File: config.mk
export PLATFORM = sky130hd
export DESIGN_NAME = tpu_host_sequencer
export DESIGN_NICKNAME = d
export VERILOG_FILES = /design/src/rtl/tpu_pkg.sv /design/src/rtl/seq_stream_pusher.sv /design/src/rtl/tpu_host_sequencer.sv
export SDC_FILE = /design/constraint.sdc
export NUM_CORES = 1
export LEC_CHECK = 0
export ABC_AREA = 0
export CAP_MARGIN = 20
export CORE_MARGIN = 2
export CORE_UTILIZATION = 49
export CTS_CLUSTER_DIAMETER = 60
export DETAILED_ROUTE_END_ITERATION = 10
export GPL_ROUTABILITY_DRIVEN = 1
export PLACE_DENSITY = 0.77
export SYNTH_ARGS = -nofsm -noshare
export SYNTH_HDL_FRONTEND = slang
export SYNTH_SLANG_ARGS = --single-unit
File: constraint.sdc
create_clock -name clk -period 3.75 [get_ports clk]
set_input_delay 0.75 -clock clk [delete_from_list [all_inputs] [get_ports clk]]
set_output_delay 0.75 -clock clk [all_outputs]
set_load 0.1 [all_outputs]
File: src/rtl/tpu_pkg.sv
// Shared tpu host-interface definitions: opcodes, instruction layout, default array geometry.
package tpu_pkg;

  localparam int OPCODE_W = 3;
  localparam int IMM_W    = 29;
  localparam int INSTR_W  = OPCODE_W + IMM_W;

  localparam int TPU_N    = 4;
  localparam int TPU_DW   = 8;
  localparam int TPU_ACCW = 32;

  typedef enum logic [OPCODE_W-1:0] {
    NOP               = 3'd0,
    READ_HOST_MEMORY  = 3'd1,
    READ_WEIGHTS      = 3'd2,
    MATRIX_MULTIPLY   = 3'd3,
    WRITE_HOST_MEMORY = 3'd4
  } tpu_instruction_e;

  typedef struct packed {
    tpu_instruction_e   opcode;
    logic [IMM_W-1:0]   imm;
  } tpu_instr_t;

  function automatic logic [INSTR_W-1:0] make_instr(input tpu_instruction_e op);
    tpu_instr_t w;
    w.opcode = op;
    w.imm    = '0;
    return w;
  endfunction

endpackage

File: src/rtl/seq_stream_pusher.sv
// Streams N*N source elements to the tpu: one read, one strobe a cycle later, then WR_GAP idle cycles.
module seq_stream_pusher
  import tpu_pkg::*;
#(
  parameter int N      = TPU_N,
  parameter int DW     = TPU_DW,
  parameter int SRC_AW = 12,
  parameter int WR_GAP = 1
) (
  input  logic              clk,
  input  logic              reset,
  input  logic              start_i,
  input  logic [SRC_AW-1:0] base_i,
  input  logic [DW-1:0]     src_rd_data_i,
  output logic              src_rd_en_o,
  output logic [SRC_AW-1:0] src_addr_o,
  output logic [DW-1:0]     wdata_o,
  output logic              wvalid_o,
  output logic [11:0]       waddr_o,
  output logic              done_o
);

  localparam int          GW       = (WR_GAP > 0) ? $clog2(WR_GAP + 1) : 1;
  localparam logic [11:0] LAST_IDX = 12'(N * N - 1);

  logic          run_q, run_d;
  logic [11:0]   idx_q, idx_d;
  logic [GW-1:0] gap_q, gap_d;
  logic          wvalid_q;
  logic [11:0]   waddr_q;
  logic          last_q;
  logic          rd_en;

  assign rd_en = run_q && (gap_q == '0);

  always_comb begin
    run_d = run_q;
    idx_d = idx_q;
    gap_d = gap_q;
    if (start_i) begin
      run_d = 1'b1;
      idx_d = '0;
      gap_d = '0;
    end else if (rd_en) begin
      if (idx_q == LAST_IDX) begin
        run_d = 1'b0;
        gap_d = '0;
      end else begin
        idx_d = idx_q + 12'd1;
        gap_d = GW'(WR_GAP);
      end
    end else if (gap_q != '0) begin
      gap_d = gap_q - GW'(1);
    end
  end

  always_ff @(posedge clk) begin
    if (reset) begin
      run_q    <= 1'b0;
      idx_q    <= '0;
      gap_q    <= '0;
      wvalid_q <= 1'b0;
      waddr_q  <= '0;
      last_q   <= 1'b0;
    end else begin
      run_q    <= run_d;
      idx_q    <= idx_d;
      gap_q    <= gap_d;
      wvalid_q <= rd_en;
      waddr_q  <= idx_q;
      last_q   <= rd_en && (idx_q == LAST_IDX);
    end
  end

  // Source data arrives the cycle after the read, so it is forwarded straight through.
  assign src_rd_en_o = rd_en;
  assign src_addr_o  = rd_en ? (base_i + SRC_AW'(idx_q)) : '0;
  assign wvalid_o    = wvalid_q;
  assign wdata_o     = wvalid_q ? src_rd_data_i : '0;
  assign waddr_o     = wvalid_q ? waddr_q : '0;
  assign done_o      = wvalid_q && last_q;

endmodule

File: src/rtl/tpu_host_sequencer.sv
// Host-side job sequencer: loads weights once, then per tile loads activations, multiplies, captures results.
// IDLE: wait start | ISSUE_W/ISSUE_A/ISSUE_MM: hold opcode until ready | PUSH_W/PUSH_A: stream N*N elements
// WAIT_DONE: wait mmu_done or time out | CAPTURE: write N accumulator columns
module tpu_host_sequencer
  import tpu_pkg::*;
#(
  parameter int N       = TPU_N,
  parameter int DW      = TPU_DW,
  parameter int ACCW    = TPU_ACCW,
  parameter int SRC_AW  = 12,
  parameter int RES_AW  = 10,
  parameter int WR_GAP  = 1,
  parameter int TIMEOUT = 256
) (
  input  logic                clk,
  input  logic                reset,
  input  logic                start,
  input  logic [7:0]          num_tiles,
  output logic                busy,
  output logic                job_done,
  output logic                timeout_err,
  output logic                src_rd_en,
  output logic [SRC_AW-1:0]   src_addr,
  input  logic [DW-1:0]       src_rd_data,
  output logic                host_instruction_valid,
  output logic [31:0]         host_instruction,
  input  logic                host_instruction_ready,
  output logic [DW-1:0]       host_write_data,
  output logic                host_wdata_valid,
  output logic [11:0]         host_write_address,
  input  logic                mmu_done,
  input  logic [N*ACCW-1:0]   acc_row,
  output logic                res_wr_en,
  output logic [RES_AW-1:0]   res_wr_addr,
  output logic [ACCW-1:0]     res_wr_data
);

  typedef enum logic [2:0] {
    S_IDLE, S_ISSUE_W, S_PUSH_W, S_ISSUE_A, S_PUSH_A, S_ISSUE_MM, S_WAIT_DONE, S_CAPTURE
  } seq_state_e;

  localparam int                TW      = $clog2(TIMEOUT + 1);
  localparam int                CW      = (N > 1) ? $clog2(N) : 1;
  localparam logic [SRC_AW-1:0] TILE_SZ = SRC_AW'(N * N);

  seq_state_e          state_q, state_d;
  logic [7:0]          tiles_q, tiles_d;
  logic [7:0]          tile_q, tile_d;
  logic [TW-1:0]       wait_q, wait_d;
  logic [CW-1:0]       col_q, col_d;
  logic [N*ACCW-1:0]   acc_q, acc_d;
  logic [SRC_AW-1:0]   src_base_q, src_base_d;
  logic [RES_AW-1:0]   res_addr_q, res_addr_d;
  logic                terr_q, terr_d;
  logic                done_q, done_d;

  logic                push_start, push_done;
  logic [SRC_AW-1:0]   push_base;
  logic                instr_valid;
  tpu_instruction_e    instr_op;

  always_comb begin
    state_d     = state_q;
    tiles_d     = tiles_q;
    tile_d      = tile_q;
    wait_d      = wait_q;
    col_d       = col_q;
    acc_d       = acc_q;
    src_base_d  = src_base_q;
    res_addr_d  = res_addr_q;
    terr_d      = terr_q;
    done_d      = 1'b0;
    push_start  = 1'b0;
    instr_valid = 1'b0;
    instr_op    = NOP;
    case (state_q)
      S_IDLE: begin
        if (start) begin
          if (num_tiles != 8'd0) begin
            terr_d     = 1'b0;
            tiles_d    = num_tiles;
            tile_d     = '0;
            src_base_d = TILE_SZ;
            res_addr_d = '0;
            state_d    = S_ISSUE_W;
          end else begin
            done_d = 1'b1;
          end
        end
      end
      S_ISSUE_W: begin
        instr_valid = 1'b1;
        instr_op    = READ_WEIGHTS;
        if (host_instruction_ready) begin
          push_start = 1'b1;
          state_d    = S_PUSH_W;
        end
      end
      S_PUSH_W: if (push_done) state_d = S_ISSUE_A;
      S_ISSUE_A: begin
        instr_valid = 1'b1;
        instr_op    = READ_HOST_MEMORY;
        if (host_instruction_ready) begin
          push_start = 1'b1;
          state_d    = S_PUSH_A;
        end
      end
      S_PUSH_A: if (push_done) state_d = S_ISSUE_MM;
      S_ISSUE_MM: begin
        instr_valid = 1'b1;
        instr_op    = MATRIX_MULTIPLY;
        if (host_instruction_ready) begin
          wait_d  = TW'(TIMEOUT - 1);
          state_d = S_WAIT_DONE;
        end
      end
      S_WAIT_DONE: begin
        if (mmu_done) begin
          acc_d   = acc_row;
          col_d   = '0;
          state_d = S_CAPTURE;
        end else if (wait_q == '0) begin
          terr_d  = 1'b1;
          state_d = S_IDLE;
        end else begin
          wait_d = wait_q - TW'(1);
        end
      end
      S_CAPTURE: begin
        res_addr_d = res_addr_q + RES_AW'(1);
        if (col_q == CW'(N - 1)) begin
          if (tile_q == tiles_q - 8'd1) begin
            done_d  = 1'b1;
            state_d = S_IDLE;
          end else begin
            // Weights stay resident in the array; only the next activation tile is loaded.
            tile_d     = tile_q + 8'd1;
            src_base_d = src_base_q + TILE_SZ;
            state_d    = S_ISSUE_A;
          end
        end else begin
          col_d = col_q + CW'(1);
        end
      end
      default: state_d = S_IDLE;
    endcase
  end

  always_ff @(posedge clk) begin
    if (reset) begin
      state_q    <= S_IDLE;
      tiles_q    <= '0;
      tile_q     <= '0;
      wait_q     <= '0;
      col_q      <= '0;
      acc_q      <= '0;
      src_base_q <= '0;
      res_addr_q <= '0;
      terr_q     <= 1'b0;
      done_q     <= 1'b0;
    end else begin
      state_q    <= state_d;
      tiles_q    <= tiles_d;
      tile_q     <= tile_d;
      wait_q     <= wait_d;
      col_q      <= col_d;
      acc_q      <= acc_d;
      src_base_q <= src_base_d;
      res_addr_q <= res_addr_d;
      terr_q     <= terr_d;
      done_q     <= done_d;
    end
  end

  assign push_base = (state_q == S_PUSH_W) ? '0 : src_base_q;

  seq_stream_pusher #(
    .N      (N),
    .DW     (DW),
    .SRC_AW (SRC_AW),
    .WR_GAP (WR_GAP)
  ) u_pusher (
    .clk           (clk),
    .reset         (reset),
    .start_i       (push_start),
    .base_i        (push_base),
    .src_rd_data_i (src_rd_data),
    .src_rd_en_o   (src_rd_en),
    .src_addr_o    (src_addr),
    .wdata_o       (host_write_data),
    .wvalid_o      (host_wdata_valid),
    .waddr_o       (host_write_address),
    .done_o        (push_done)
  );

  assign busy                   = (state_q != S_IDLE);
  assign job_done               = done_q;
  assign timeout_err            = terr_q;
  assign host_instruction_valid = instr_valid;
  assign host_instruction       = instr_valid ? make_instr(instr_op) : '0;
  assign res_wr_en              = (state_q == S_CAPTURE);
  assign res_wr_addr            = res_wr_en ? res_addr_q : '0;
  assign res_wr_data            = res_wr_en ? acc_q[int'(col_q)*ACCW +: ACCW] : '0;

endmodule

After elaboration in Yosys (flattened, before gate mapping)
Cells that the tools add are included.
W data, S select, Z words.
{ "op_classes": {"shifts": 1, "n_addsub": 9, "n_reduce_logical": 26, "n_eq_ne": 25, "muxes": 59, "bitwise": 2} }
{ "ops": {"columns": ["op", "count"], "rows": [
  ["$shiftx A128 B8 Y32", 1],
  ["$mux W12", 7],
  ["$mux W32", 2],
  ["$mux W8", 5],
  ["$mux W10", 3],
  ["$mux W3", 10],
  ["$mux W9", 3],
  ["$ne A2 B2 Y1 const B", 13],
  ["$pmux W12 S2", 1],
  ["$pmux W3 S8", 1],
  ["$pmux W10 S2", 1],
  ["$pmux W9 S2", 1],
  ["$mux W1", 17],
  ["$pmux W8 S2", 1],
  ["$add A12 B1 Y12 const B", 1],
  ["$add A12 B12 Y12", 1],
  ["$add A12 B5 Y12 const B", 1],
  ["$eq A12 B4 Y1 const B", 1],
  ["$eq A3 B3 Y1 const B", 4],
  ["$reduce_bool A2 Y1", 6],
  ["$add A10 B1 Y10 const B", 1],
  ["$reduce_and A5 Y1", 2],
  ["$logic_not A9 Y1", 1],
  ["$reduce_and A3 Y1", 3],
  ["25 further kinds", 35]
]} }
{ "word_totals": {"regBits": 210, "elab_cells": 138, "out_inout_bits": 113, "inputBits": 149} }

Depth between registers and ports, before layout
{ "logic_depth": {"ltp_word": 5, "mapped_depth": 12, "mapped_depth_nobuf": 10} }

Hierarchy
Synthesis repeated with hierarchy kept, for this count alone.
{ "unflattened": {"cells_unflattened": 1196, "hier_area_um2": 10057.1} }
{ "modules_own_cells": {"columns": ["module", "cells_each", "instances", "area_each_um2", "seq_area_each_um2"], "rows": [
  ["tpu_host_sequencer", 1006, 1, 8365.5, 3563.4],
  ["seq_stream_pusher", 190, 1, 1691.6, 560.5]
]} }

Worst setup path after synthesis
OpenSTA, ideal clock, no wires.
{ "synth_timing": {"kind": "reg2out", "from": "register state_q[2]", "to": "output port src_addr[10]", "arrival_ns": 4.235, "required_ns": 3.000, "slack_ns": -1.235, "n_path_buf": 1, "stages_incl_launch_ff": 11, "cell_sequence": "dfxtp_1 > clkbuf_1 > nand2b_1 > nor2_1 > nor2b_1 > ha_1 > or2_2 > a21oi_1 > a211oi_1 > o21ai_0 > nor3b_1"} }
{ "synth_via": {"elab_chain_cells": 4} }
{ "synth_rtl": {"columns": ["item", "line_no", "source"], "rows": [
  ["start, declared", "tpu_host_sequencer.sv:46", "seq_state_e state_q, state_d;"],
  ["start signal, assigned", "tpu_host_sequencer.sv:162", "state_q <= state_d;"],
  ["$eq A3 B2 Y1", "tpu_host_sequencer.sv:175", "assign push_base = (state_q == S_PUSH_W) ? '0 : src_base_q;"],
  ["$mux W12", "tpu_host_sequencer.sv:175", null],
  ["$add A12 B12 Y12", "seq_stream_pusher.sv:77", "assign src_addr_o = rd_en ? (base_i + SRC_AW'(idx_q)) : '0;"],
  ["$mux W12", "seq_stream_pusher.sv:77", null],
  ["end, declared", "tpu_host_sequencer.sv:23", "output logic [SRC_AW-1:0] src_addr,"]
]} }
Every way passes these cells.

Worst setup path in the final report
Ends and elaborated chain as after synthesis.

==> results.ini <==
[floorplanning]
die_y_um=147
row_count=52
die_area_um2=21700
core_um2=20200
pin_count=262
dieWidth_um=147
start_util_pct=49.8

[yosys]
ys_types=70
syn_area_um2=10000
synth_flop_cell=dfxtp_1
postSynth.asyncResetShare_pct=0
seq_area_frac_synth_pct=41.1
synth_edf_count=0
syn_inst=1207
syn_avg_cell_area_um2=8.32
ys_ff_latch=206
synth_warnings=0

[sta]
rsz0062_at_grt=no
finalSetupViolCount=0
tightest_slew_ps=991
fin_skew_ps=19.3
fmax_mhz=279
fin_tns_setup_ps=0
hold_viol=0
max_slew_margin_pct=33.7
period_share_pct=95.6
slew_violations=0
period_needed_ps=3590

[drt]
routed_wl_um=26900
ant_nets=0
via_per_inst=5.28
wire_per_inst_um=15.8
dr_total_vias=8974
dr.pass1.iters=5
drc_errors=0
drt_first_iter_violations=423

[cells_and_area]
register_area_um2=4130
mostFrequentLayoutCells=307 x nand2_1, 202 x dfxtp_1, 167 x a21oi_1
finalNonFillerCells=1699
mostFrequentLayoutCell=nand2_1
final_nets=1580
nFillCells=1674
num_antenna_cells=0
multi_input_area_um2=5450
drive_gt1_share_pct=14.5
syn_to_final_growth_pct=36.7

[setup_path]
startpoint_type=flop
cp_max_fo=12
crit-reg2reg-launch=state_q[0]
max_stage_delay_ps=380
r2r_slack_ps=1160
r2r-end=src_base_q[11]
path_buf_inv=1
crit_end=src_addr[10]
critPathCaptureType=output pin
reg2regPathDepth=7
critPathArrivalTime_ps=2840
crit_start=state_q[2]
path_class=flop to output pin
crit_required_ps=3000
crit_chain=nand2b_4, nor2_4, nor2b_1, ha_1, or2_2, a21oi_2, a211oi_2, o21ai_0, nor3b_2, buf_12
cp.depth=10
critical-path-top-delay-family=simple AND/OR/NAND/NOR gates
crit_slowest_cell=dfxtp_2

[clocking]
clkTransAtPathRegs_ps=60
clk_latency_ps=510
cts-root-buf=clkbuf_16
clock_path_buffers=3
cts_max_level=1
clock-sinks=206
cts_tree=done
numCtsBuffers=23

[global_route]
grt_max_degree=107
grtUsageTotal_pct=23.8
overflow=0
grtUsageMet1_pct=28.8
grt_pass1_vias=8728
met2_usage_pct=41.6
grtUsageMet3_pct=6.27
grt_pass1_wl_um=42600
antenna_found_initial=1
grt_busiest_layer=met2

[power]
ir_drop_v=0.000313
leakagePower_nw=5.05
powerDensity_nw_per_um2=429
p_total_mw=5.89

[flow_run]
maxCapViolCount=0

[hold_path]
min-delay-path-class=flop to flop
holdCritStartpoint=acc_q[21]

[placement]
port_buffers=231
dp_hpwl_um=18700
dp_cells=1656
gp_congestion=0.845

[run_status]
status=finished, final reports clean

## state kept, by name, indices dropped and copies added (netlist names), 3 cells and up
signal            flops
acc_q               128
res_addr_q           10
src_base_q            8
state_q               3
tile_q                8
tiles_q               8
u_pusher.idx_q       12
u_pusher.waddr_q     12
wait_q                9
## cell usage after synthesis (5+ instances only)
| library cell | count | share of area (%) |
|---|---|---|
| nand2b_1 | 6 | 0.37 |
| nor2b_1 | 20 | 1.2 |
| nand2_1 | 307 | 11 |
| xnor2_1 | 10 | 0.87 |
| nor2_1 | 62 | 2.3 |
| inv_1 | 19 | 0.71 |
| nor4_1 | 7 | 0.44 |
| a211oi_1 | 8 | 0.60 |
| ha_1 | 18 | 2.2 |
| a21oi_1 | 168 | 8.4 |
| xor2_1 | 20 | 1.7 |
| a2111o_1 | 6 | 0.67 |
| nand4_1 | 7 | 0.44 |
| nor3_1 | 14 | 0.70 |
| nand3_1 | 17 | 0.85 |
| o2111ai_1 | 7 | 0.61 |
| mux4_2 | 32 | 7.2 |
| and2_1 | 61 | 3.8 |
| or3_1 | 15 | 0.93 |
| o21ai_0 | 16 | 0.80 |
| o211ai_1 | 5 | 0.37 |
| clkbuf_1 | 65 | 2.4 |
| buf_4 | 31 | 2.3 |
| dfxtp_1 | 206 | 41 |
| a21o_1 | 5 | 0.37 |
## tightest hold or removal path, cell delays in order (launching register included)
cell and delay [ps]:
dfxtp_1 300, nand2_1 50, a21oi_1 50
## how the worst min path moves through the flow
stage          depth (start not counted)    endpoint  slack [ps]
6_report                               2   acc_q[21]         450
2_1_floorplan                          1   wait_q[6]         430
3_3_place_gp                           2   acc_q[64]         440
4_1_cts                                2   acc_q[98]         450
3_5_place_dp                           2   acc_q[98]         440
5_1_grt                                2  acc_q[115]         470
## cell families after synthesis
logic type               Yosys count  share of synthesized area, %
AO/OA/AOI/OAI                    250                          15.6
XOR/XNOR                          30                          2.62
adder cells (fa/ha/maj)           19                          2.44
buffers and inverters            128                          6.32
flip-flops                       206                          41.1
multiplexers                      36                          7.60
other                              2                        0.0748
AND/OR/NAND/NOR                  536                          24.3
## per-stage QoR
step	instance area [um^2]	hold WS [ps]	setup slack [ps]	util [%]
3_5_place_dp	12900	445	396	63.9
5_1_grt	13700	469	18.4	68.1
4_1_cts	13700	453	22.8	67.9
6_report	13700	450	163	68.1
3_3_place_gp	12900	438	461	63.9
2_1_floorplan	10200	429	-232	-
## area by class of cell
class / instances / area share [%]
clock buffers: 34 / 4.93
clock inverters: 8 / 0.902
inverters: 21 / 0.574
multi-input cells: 906 / 39.7
flip-flops and latches: 206 / 30.1
well taps: 270 / 2.46
repair buffers: 254 / 21.3
## repair_timing
item | CTS | global route
hold buffers | 0 | 0
setup endpoints to repair | 4 | 3
gates resized for setup | 2 | 5
setup buffers | 0 | 1
pin swaps | 0 | 1
## where the power goes
group	internal (mW)	switching [mW]	leakage, nW	total [mW]
Clock	1.46	0.897	0.388	2.35
Combinational	0.396	0.806	2.99	1.20
Sequential	2.25	0.0903	1.66	2.34
## metal layers
| metal | up-vias | part of all wire (%) |
|---|---|---|
| met4 | 2 | 2.7 |
| met1 | 4135 | 40 |
| met3 | 64 | 7.9 |
| met2 | 305 | 49 |
| li1 | 4468 | - |
| met5 | - | 0.041 |
No activity file was read; power rests on OpenSTA's default activity.
